## config.mk

```make
export PLATFORM = sky130hd
export DESIGN_NAME = gp_register_bank
export DESIGN_NICKNAME = d
export VERILOG_FILES = /design/src/rtl/gp_register_bank.sv
export SDC_FILE = /design/constraint.sdc
export NUM_CORES = 1
export LEC_CHECK = 0
export BUFFER_PORTS_ARGS = -buffer_cell sky130_fd_sc_hd__buf_2
export CAP_MARGIN = 20
export CELL_PAD_IN_SITES_DETAIL_PLACEMENT = 0
export CELL_PAD_IN_SITES_GLOBAL_PLACEMENT = 1
export CORE_ASPECT_RATIO = 1.5
export CORE_UTILIZATION = 50
export DETAILED_ROUTE_END_ITERATION = 8
export PLACE_DENSITY_LB_ADDON = 0.1
export SYNTH_ARGS = -nofsm -noshare
export SYNTH_HDL_FRONTEND = slang
export SYNTH_SLANG_ARGS = --single-unit
```

## constraint.sdc

```tcl
create_clock -name clk -period 3.7 [get_ports clk]
set_clock_uncertainty 0.1 [all_clocks]
set_input_delay 0.555 -clock clk [delete_from_list [all_inputs] [get_ports clk]]
set_output_delay 0.555 -clock clk [all_outputs]
set_load 0.005 [all_outputs]
```

## src/rtl/gp_register_bank.sv

```systemverilog
// ---------------------------------------------------------------------------
// gp_register_bank
//   Parametrised general-purpose register bank (NREG x WIDTH) with two
//   combinational read ports (bus, ALU), one bus write port, addressed clear
//   and increment, and a tracked memory-load engine (IDLE/WAIT) with timeout.
//
// Optional feature macro: REGBANK_LD_BYPASS_EN
//   Defined   : on the completing cycle, a read port addressing the load
//               destination sees DIN directly and STALL is dropped.
//   Undefined : read ports always return stored values; STALL stays high
//               through the completion cycle.
//
// Ports
//   clk              clock, all state updates on rising edge
//   RST              synchronous active-high reset
//   WEN/WADDR/BIN    bus write port
//   CLREN/CLRADDR    clear addressed register
//   INCEN/INCADDR    increment addressed register (wraps)
//   RADDR/REGOUT     bus read port (combinational)
//   ALUADDR/ALUOUT   ALU read port (combinational)
//   MEMREAD/BOUT     BOUT = MEMREAD ? DIN : REGOUT
//   LDREQ/LDADDR     memory-load request and destination
//   DIN/MEMVALID     memory data and its valid strobe
//   LDACK            one-cycle pulse, load accepted
//   LDBUSY           load pending
//   LDERR            one-cycle pulse, load timed out
//   STALL            a read port addresses the pending destination
// ---------------------------------------------------------------------------
module gp_register_bank #(
    parameter int              WIDTH      = 16,
    parameter int              NREG       = 8,
    parameter int              AW         = $clog2(NREG),
    parameter logic [WIDTH-1:0] RST_VAL   = '0,
    parameter int              LD_TIMEOUT = 15
) (
    input  logic             clk,
    input  logic             RST,
    input  logic             WEN,
    input  logic [AW-1:0]    WADDR,
    input  logic [WIDTH-1:0] BIN,
    input  logic             CLREN,
    input  logic [AW-1:0]    CLRADDR,
    input  logic             INCEN,
    input  logic [AW-1:0]    INCADDR,
    input  logic [AW-1:0]    RADDR,
    output logic [WIDTH-1:0] REGOUT,
    input  logic [AW-1:0]    ALUADDR,
    output logic [WIDTH-1:0] ALUOUT,
    input  logic             MEMREAD,
    output logic [WIDTH-1:0] BOUT,
    input  logic             LDREQ,
    input  logic [AW-1:0]    LDADDR,
    input  logic [WIDTH-1:0] DIN,
    input  logic             MEMVALID,
    output logic             LDACK,
    output logic             LDBUSY,
    output logic             LDERR,
    output logic             STALL
);

    localparam logic [0:0] ST_IDLE = 1'b0;
    localparam logic [0:0] ST_WAIT = 1'b1;

    // Counter only has to reach LD_TIMEOUT-1.
    localparam int             CW       = (LD_TIMEOUT < 2) ? 1 : $clog2(LD_TIMEOUT);
    localparam logic [CW-1:0]  CNT_LAST = CW'(LD_TIMEOUT - 1);
    localparam logic [WIDTH-1:0] ONE    = {{(WIDTH-1){1'b0}}, 1'b1};

    logic [WIDTH-1:0] regs_r [NREG];
    logic [0:0]       state_r;
    logic [AW-1:0]    dest_r;
    logic [CW-1:0]    cnt_r;
    logic             ldack_r;
    logic             lderr_r;

    logic             ld_accept_s;
    logic             ld_done_s;
    logic             ld_abort_s;
    logic             byp_rd_s;
    logic             byp_alu_s;
    logic             stall_s;
    logic [WIDTH-1:0] rd_s;
    logic [WIDTH-1:0] alu_s;

    // Load engine event decode.
    always_comb begin
        ld_accept_s = 1'b0;
        ld_done_s   = 1'b0;
        ld_abort_s  = 1'b0;
        case (state_r)
            ST_IDLE: begin
                ld_accept_s = LDREQ;
            end
            ST_WAIT: begin
                if (MEMVALID) begin
                    ld_done_s = 1'b1;
                end else if (cnt_r == CNT_LAST) begin
                    ld_abort_s = 1'b1;
                end else begin
                    ld_done_s = 1'b0;
                end
            end
            default: begin
                ld_accept_s = 1'b0;
            end
        endcase
    end

    // Register array update; load completion outranks clear, write, increment.
    always_ff @(posedge clk) begin
        for (int i = 0; i < NREG; i++) begin
            if (RST) begin
                regs_r[i] <= RST_VAL;
            end else if (ld_done_s && (dest_r == AW'(i))) begin
                regs_r[i] <= DIN;
            end else if (CLREN && (CLRADDR == AW'(i))) begin
                regs_r[i] <= '0;
            end else if (WEN && (WADDR == AW'(i))) begin
                regs_r[i] <= BIN;
            end else if (INCEN && (INCADDR == AW'(i))) begin
                regs_r[i] <= regs_r[i] + ONE;
            end else begin
                regs_r[i] <= regs_r[i];
            end
        end
    end

    // Load FSM, destination latch, timeout counter and status pulses.
    always_ff @(posedge clk) begin
        if (RST) begin
            state_r <= ST_IDLE;
            dest_r  <= '0;
            cnt_r   <= '0;
            ldack_r <= 1'b0;
            lderr_r <= 1'b0;
        end else begin
            ldack_r <= ld_accept_s;
            lderr_r <= ld_abort_s;
            case (state_r)
                ST_IDLE: begin
                    if (ld_accept_s) begin
                        state_r <= ST_WAIT;
                        dest_r  <= LDADDR;
                        cnt_r   <= '0;
                    end
                end
                ST_WAIT: begin
                    if (ld_done_s || ld_abort_s) begin
                        state_r <= ST_IDLE;
                    end else begin
                        cnt_r <= cnt_r + {{(CW-1){1'b0}}, 1'b1};
                    end
                end
                default: begin
                    state_r <= ST_IDLE;
                end
            endcase
        end
    end

    // Read muxes; out-of-range addresses match no entry and read as zero.
    always_comb begin
        rd_s  = '0;
        alu_s = '0;
        for (int i = 0; i < NREG; i++) begin
            if (RADDR == AW'(i)) begin
                rd_s = regs_r[i];
            end else begin
                rd_s = rd_s;
            end
            if (ALUADDR == AW'(i)) begin
                alu_s = regs_r[i];
            end else begin
                alu_s = alu_s;
            end
        end
    end

`ifdef REGBANK_LD_BYPASS_EN
    // Forward DIN to ports addressing the destination on the completing cycle.
    always_comb begin
        byp_rd_s  = ld_done_s && (RADDR == dest_r);
        byp_alu_s = ld_done_s && (ALUADDR == dest_r);
        if (ld_done_s) begin
            stall_s = 1'b0;
        end else begin
            stall_s = (state_r == ST_WAIT) && ((RADDR == dest_r) || (ALUADDR == dest_r));
        end
    end
`else
    // No forwarding: stored values only, stall held through completion.
    always_comb begin
        byp_rd_s  = 1'b0;
        byp_alu_s = 1'b0;
        stall_s   = (state_r == ST_WAIT) && ((RADDR == dest_r) || (ALUADDR == dest_r));
    end
`endif

    assign REGOUT = byp_rd_s  ? DIN : rd_s;
    assign ALUOUT = byp_alu_s ? DIN : alu_s;
    assign BOUT   = MEMREAD   ? DIN : REGOUT;
    assign LDACK  = ldack_r;
    assign LDERR  = lderr_r;
    assign LDBUSY = (state_r == ST_WAIT);
    assign STALL  = stall_s;

endmodule

```

==> Implementation_results.wiki <==
{| class="wikitable"
! Metric !! Value
|-
| Share of total power in sequential cells || 41.1%
|-
| Clock sinks || 138
|-
| Logic gate share of total power || a little under a fifth
|-
| Weighted congestion at the end of routability-driven global placement || 1.02
|-
| Startpoint of the worst register-to-register path || LDBUSY$_SDFF_PP0_
|-
| Number of optimization iterations in the first detailed-route pass || 6
|-
| CTS tree || yes
|-
| Wire length of the first global-routing pass || 76700 um
|-
| Total routed wirelength || 53700 um
|-
| Cell Area, Placed || 0.0127 mm^2
|-
| Launch instance of the worst min-delay path || LDADDR[2]
|-
| Type of the worst min-delay path || input port to register
|-
| Per-instance average area after synthesis || 8.72 um^2
|-
| Number of library cell types mapped by synthesis || 75
|-
| Leading cell type in the layout, fill and taps excluded || sky130_fd_sc_hd__edfxtp_1
|-
| Share of Yosys cell area claimed by the top area cell type || 32.0%
|-
| Mapped Area || ~0.012 mm^2
|-
| Crit share post-route || roughly 85%
|-
| Slew @ Worst Pin || 0.910 ns
|-
| Area growth from synthesis to final layout || 11.3%
|-
| Dominant cell type by area after synthesis || sky130_fd_sc_hd__edfxtp_1
|-
| Maximum buffer depth of the clock tree || 2
|-
| Setup_tns || 0 ns
|-
| Global route overflow || 0
|-
| Number of cells on the worst reg-to-reg path || 6
|-
| Number of I/O port buffers || 109
|-
| Via count of the first global-routing pass || 11.3k
|-
| Row cnt || 69
|-
| Starting Density || between 50 and 60%
|-
| Capture endpoint of the worst hold path || dest_r[2]$_SDFFE_PP0P_
|-
| HPWL Detailed || 38300 um
|-
| Flip-flop cell with the highest count after synthesis || sky130_fd_sc_hd__edfxtp_1
|-
| Latest clock arrival within the worst-skew pair || 0.45 ns
|-
| # setup viols final || 0
|-
| Arrival @ worst endpoint || 2.51 ns
|-
| Vert. Die Dim || between 150 and 200 um
|-
| Top achievable clock speed || 0.316 GHz
|-
| RSZ-0062 raised after global routing || false
|-
| Met3 layer usage reported by global route || 11.0%
|-
| WS Path Type || input port to output pin
|-
| Fraction of registers with async set/reset || 0%
|-
| Setup Fix Bufs, Post-CTS || 0
|-
| Post-CTS Resized || 0
|-
| Total global routing track utilization || roughly 44%
|-
| Total via count after detailed routing || around 13k
|-
| Met2 Use GR || 66.4%
|-
| Global-route track usage on met1 || 53.2%
|-
| Sort of element at the start of the critical path || input port
|-
| Final standard cell count with taps included and fillers excluded || between 1.5k and 2k
|-
| Antenna-violating nets left || 0
|-
| Post-synth EDFFs || about 130
|-
| Remaining routing DRC violations || 0
|-
| Chip width || 129 um
|-
| Flops & latches, synth || between 100 and 150
|-
| 1st-iter DRT viols || 1622
|-
| Share of power burned in the clock network || 40.0%
|-
| Final routed wire length divided by cell count || 30.7 um
|-
| Leakage power || slightly below 5 nW
|-
| Fillers || ~2.3k
|-
| Crit path from || RADDR[2]
|-
| Number of buffers added to fix hold violations after cts || 0
|-
| Total core area || 0.0237 mm^2
|-
| CTS H-tree depth || 4
|-
| Net Sw Power || 0.00160 W
|-
| Required time at the endpoint of the critical path || 3.04 ns
|-
| Type of element capturing the critical path || output pin
|-
| Worst path setup slack after routing || roughly 0.54 ns
|-
| Synth area leaders || sky130_fd_sc_hd__edfxtp_1 32%, sky130_fd_sc_hd__o21ai_0 5.0%, sky130_fd_sc_hd__xnor2_1 4.4%
|-
| Num ports || 110
|-
| Endpoint of the lowest-slack register-to-register path || regs_r[0][53]$_DFFE_PP_
|-
| Number of pins exceeding their max-slew limit in the final report || 0
|-
| Die outline area || 0.0247 mm^2
|-
| Min-Delay Path Depth || 3
|-
| Clock transition time at the flip-flop clock pins of the worst setup and hold paths || ~0.06 ns
|-
| Synth Warn # || 0
|-
| Internal power component || 0.00347 W
|-
| Worst hold slack || roughly 0.25 ns
|-
| Count of max-cap constraint violations || 0
|-
| Sw Share || 31.6%
|-
| Flop-to-flop setup slack || ~0.94 ns
|-
| Sequential element share of the synthesized area || 33.7%
|-
| Largest driver fanout on the critical path || 27
|-
| Number of standard cells after synthesis || 1378
|-
| Outcome || completed
|-
| Cell at the root of the clock tree || sky130_fd_sc_hd__clkbuf_16
|-
| Share of post-route cells with drive strength above 1 || 16.1%
|-
| Number of antenna violations at the first check in global routing || 2
|-
| Leading cell types in the layout, fill and taps excluded || 128 x sky130_fd_sc_hd__edfxtp_1, 119 x sky130_fd_sc_hd__o21ai_0, 110 x sky130_fd_sc_hd__nor2_1, 109 x sky130_fd_sc_hd__buf_2, 98 x sky130_fd_sc_hd__nand2_1
|-
| Gr busiest metal || met2
|-
| Design Area, Final || approximately 0.013 mm^2
|-
| Final critical-path required period || 3.16 ns
|-
| Placed Cells || between 1.5k and 2k
|-
| Total count of hold-check failures in the final report || 0
|-
| Post-DR vias/cell || between 7 and 8
|-
| Pin count of the biggest net entering global routing || 44
|-
| Peak supply drop || ~340 uV
|-
| DP Worst Slack || just under 0.6 ns
|-
| Power density over the cells || roughly 380 mW/mm^2
|-
| Final Net Count || 1483
|-
| Clock buffer count from CTS || 17
|-
| Mapped Nets || 1446
|-
| Headroom to the max-slew limit || 39.1%
|}
[worst max-delay path, stage by stage]
cell	delay, ns
sky130_fd_sc_hd__buf_2	0.41
sky130_fd_sc_hd__nor2b_1	0.53
sky130_fd_sc_hd__a2bb2oi_1	0.15
sky130_fd_sc_hd__o2111ai_1	0.35
sky130_fd_sc_hd__a22o_1	0.23
sky130_fd_sc_hd__mux2_2	0.15
sky130_fd_sc_hd__buf_2	0.10
[sequential cells by signal (all words and copies together) (netlist names)]
register  flops
cnt_r         4
LDBUSY        1
LDERR         1
LDACK         1
regs_r      128
dest_r        3
[power groups by stage]
stage | Combinational, W | Clock [W] | Sequential, W
4_1_cts | 0.000933 | 0.00202 | 0.00207
3_5_place_dp | 0.000928 | 0 | 0.00210
5_1_grt | 0.00102 | 0.00208 | 0.00208
2_1_floorplan | 0.000598 | 0 | 0.00197
6_report | 0.000959 | 0.00203 | 0.00208
3_3_place_gp | 0.000926 | 0 | 0.00210
[kinds of logic (layout without fill, tap and decap cells)]
kind of cell / Yosys count / in the layout / synth area share, %
buf+inv: 157 / 207 / 5.36
flops: 138 / 138 / 33.7
other cells: 0 / 2 / 0
simple gates: 449 / 449 / 19.3
xor+xnor: 115 / 115 / 8.39
mux: 65 / 65 / 7.12
fa+ha+maj: 10 / 10 / 1.04
compound gates: 444 / 444 / 25.1
[area by class of cell]
class | count | area (um^2) | area share, %
Multi-Input combinational cell | 1083 | 7320 | 54.8
Tap cell | 319 | 399 | 2.99
Inverter | 32 | 120 | 0.899
Sequential cell | 138 | 4040 | 30.3
Antenna cell | 2 | 5.00 | 0.0374
Timing Repair Buffer | 143 | 801 | 5.99
Clock inverter | 14 | 243 | 1.82
Clock buffer | 18 | 429 | 3.21
[per-layer routing]
metal  vias to the layer above  share of wire [%]
li1                       5329                  -
met3                       241                 11
met4                         2                8.8
met5                         -              0.035
met2                       880                 45
met1                      6062                 35
[how the worst max path moves through the flow]
stage | to | slack [ns] | depth (start not counted)
2_1_floorplan | ALUOUT[12] | 1.11 | 5
3_3_place_gp | BOUT[1] | 0.63 | 7
3_5_place_dp | BOUT[1] | 0.58 | 7
4_1_cts | BOUT[1] | 0.58 | 7
5_1_grt | BOUT[2] | 0.46 | 7
6_report | BOUT[1] | 0.54 | 7
[Yosys cell counts (all sizes together) (12+ instances only)]
cell type	number
a21oi	91
a221o	14
a221oi	16
a22o	27
a22oi	55
a2bb2oi	28
a31oi	12
and2	19
and3	18
buf	41
clkbuf	84
edfxtp	128
inv	32
mux2	24
mux2i	27
mux4	14
nand2	98
nand3	56
nand4	34
nor2	112
nor2b	22
nor3	24
o21ai	122
o31ai	14
xnor2	60
xor2	55
[per-stage QoR]
step	utilization, %	total power, W
after floorplan	-	0.00256
after global placement	53.6	0.00303
after detailed placement	53.6	0.00303
after CTS	56.5	0.00502
after global routing	56.5	0.00518
final	56.5	0.00507
No activity file was read; power rests on OpenSTA's default activity.
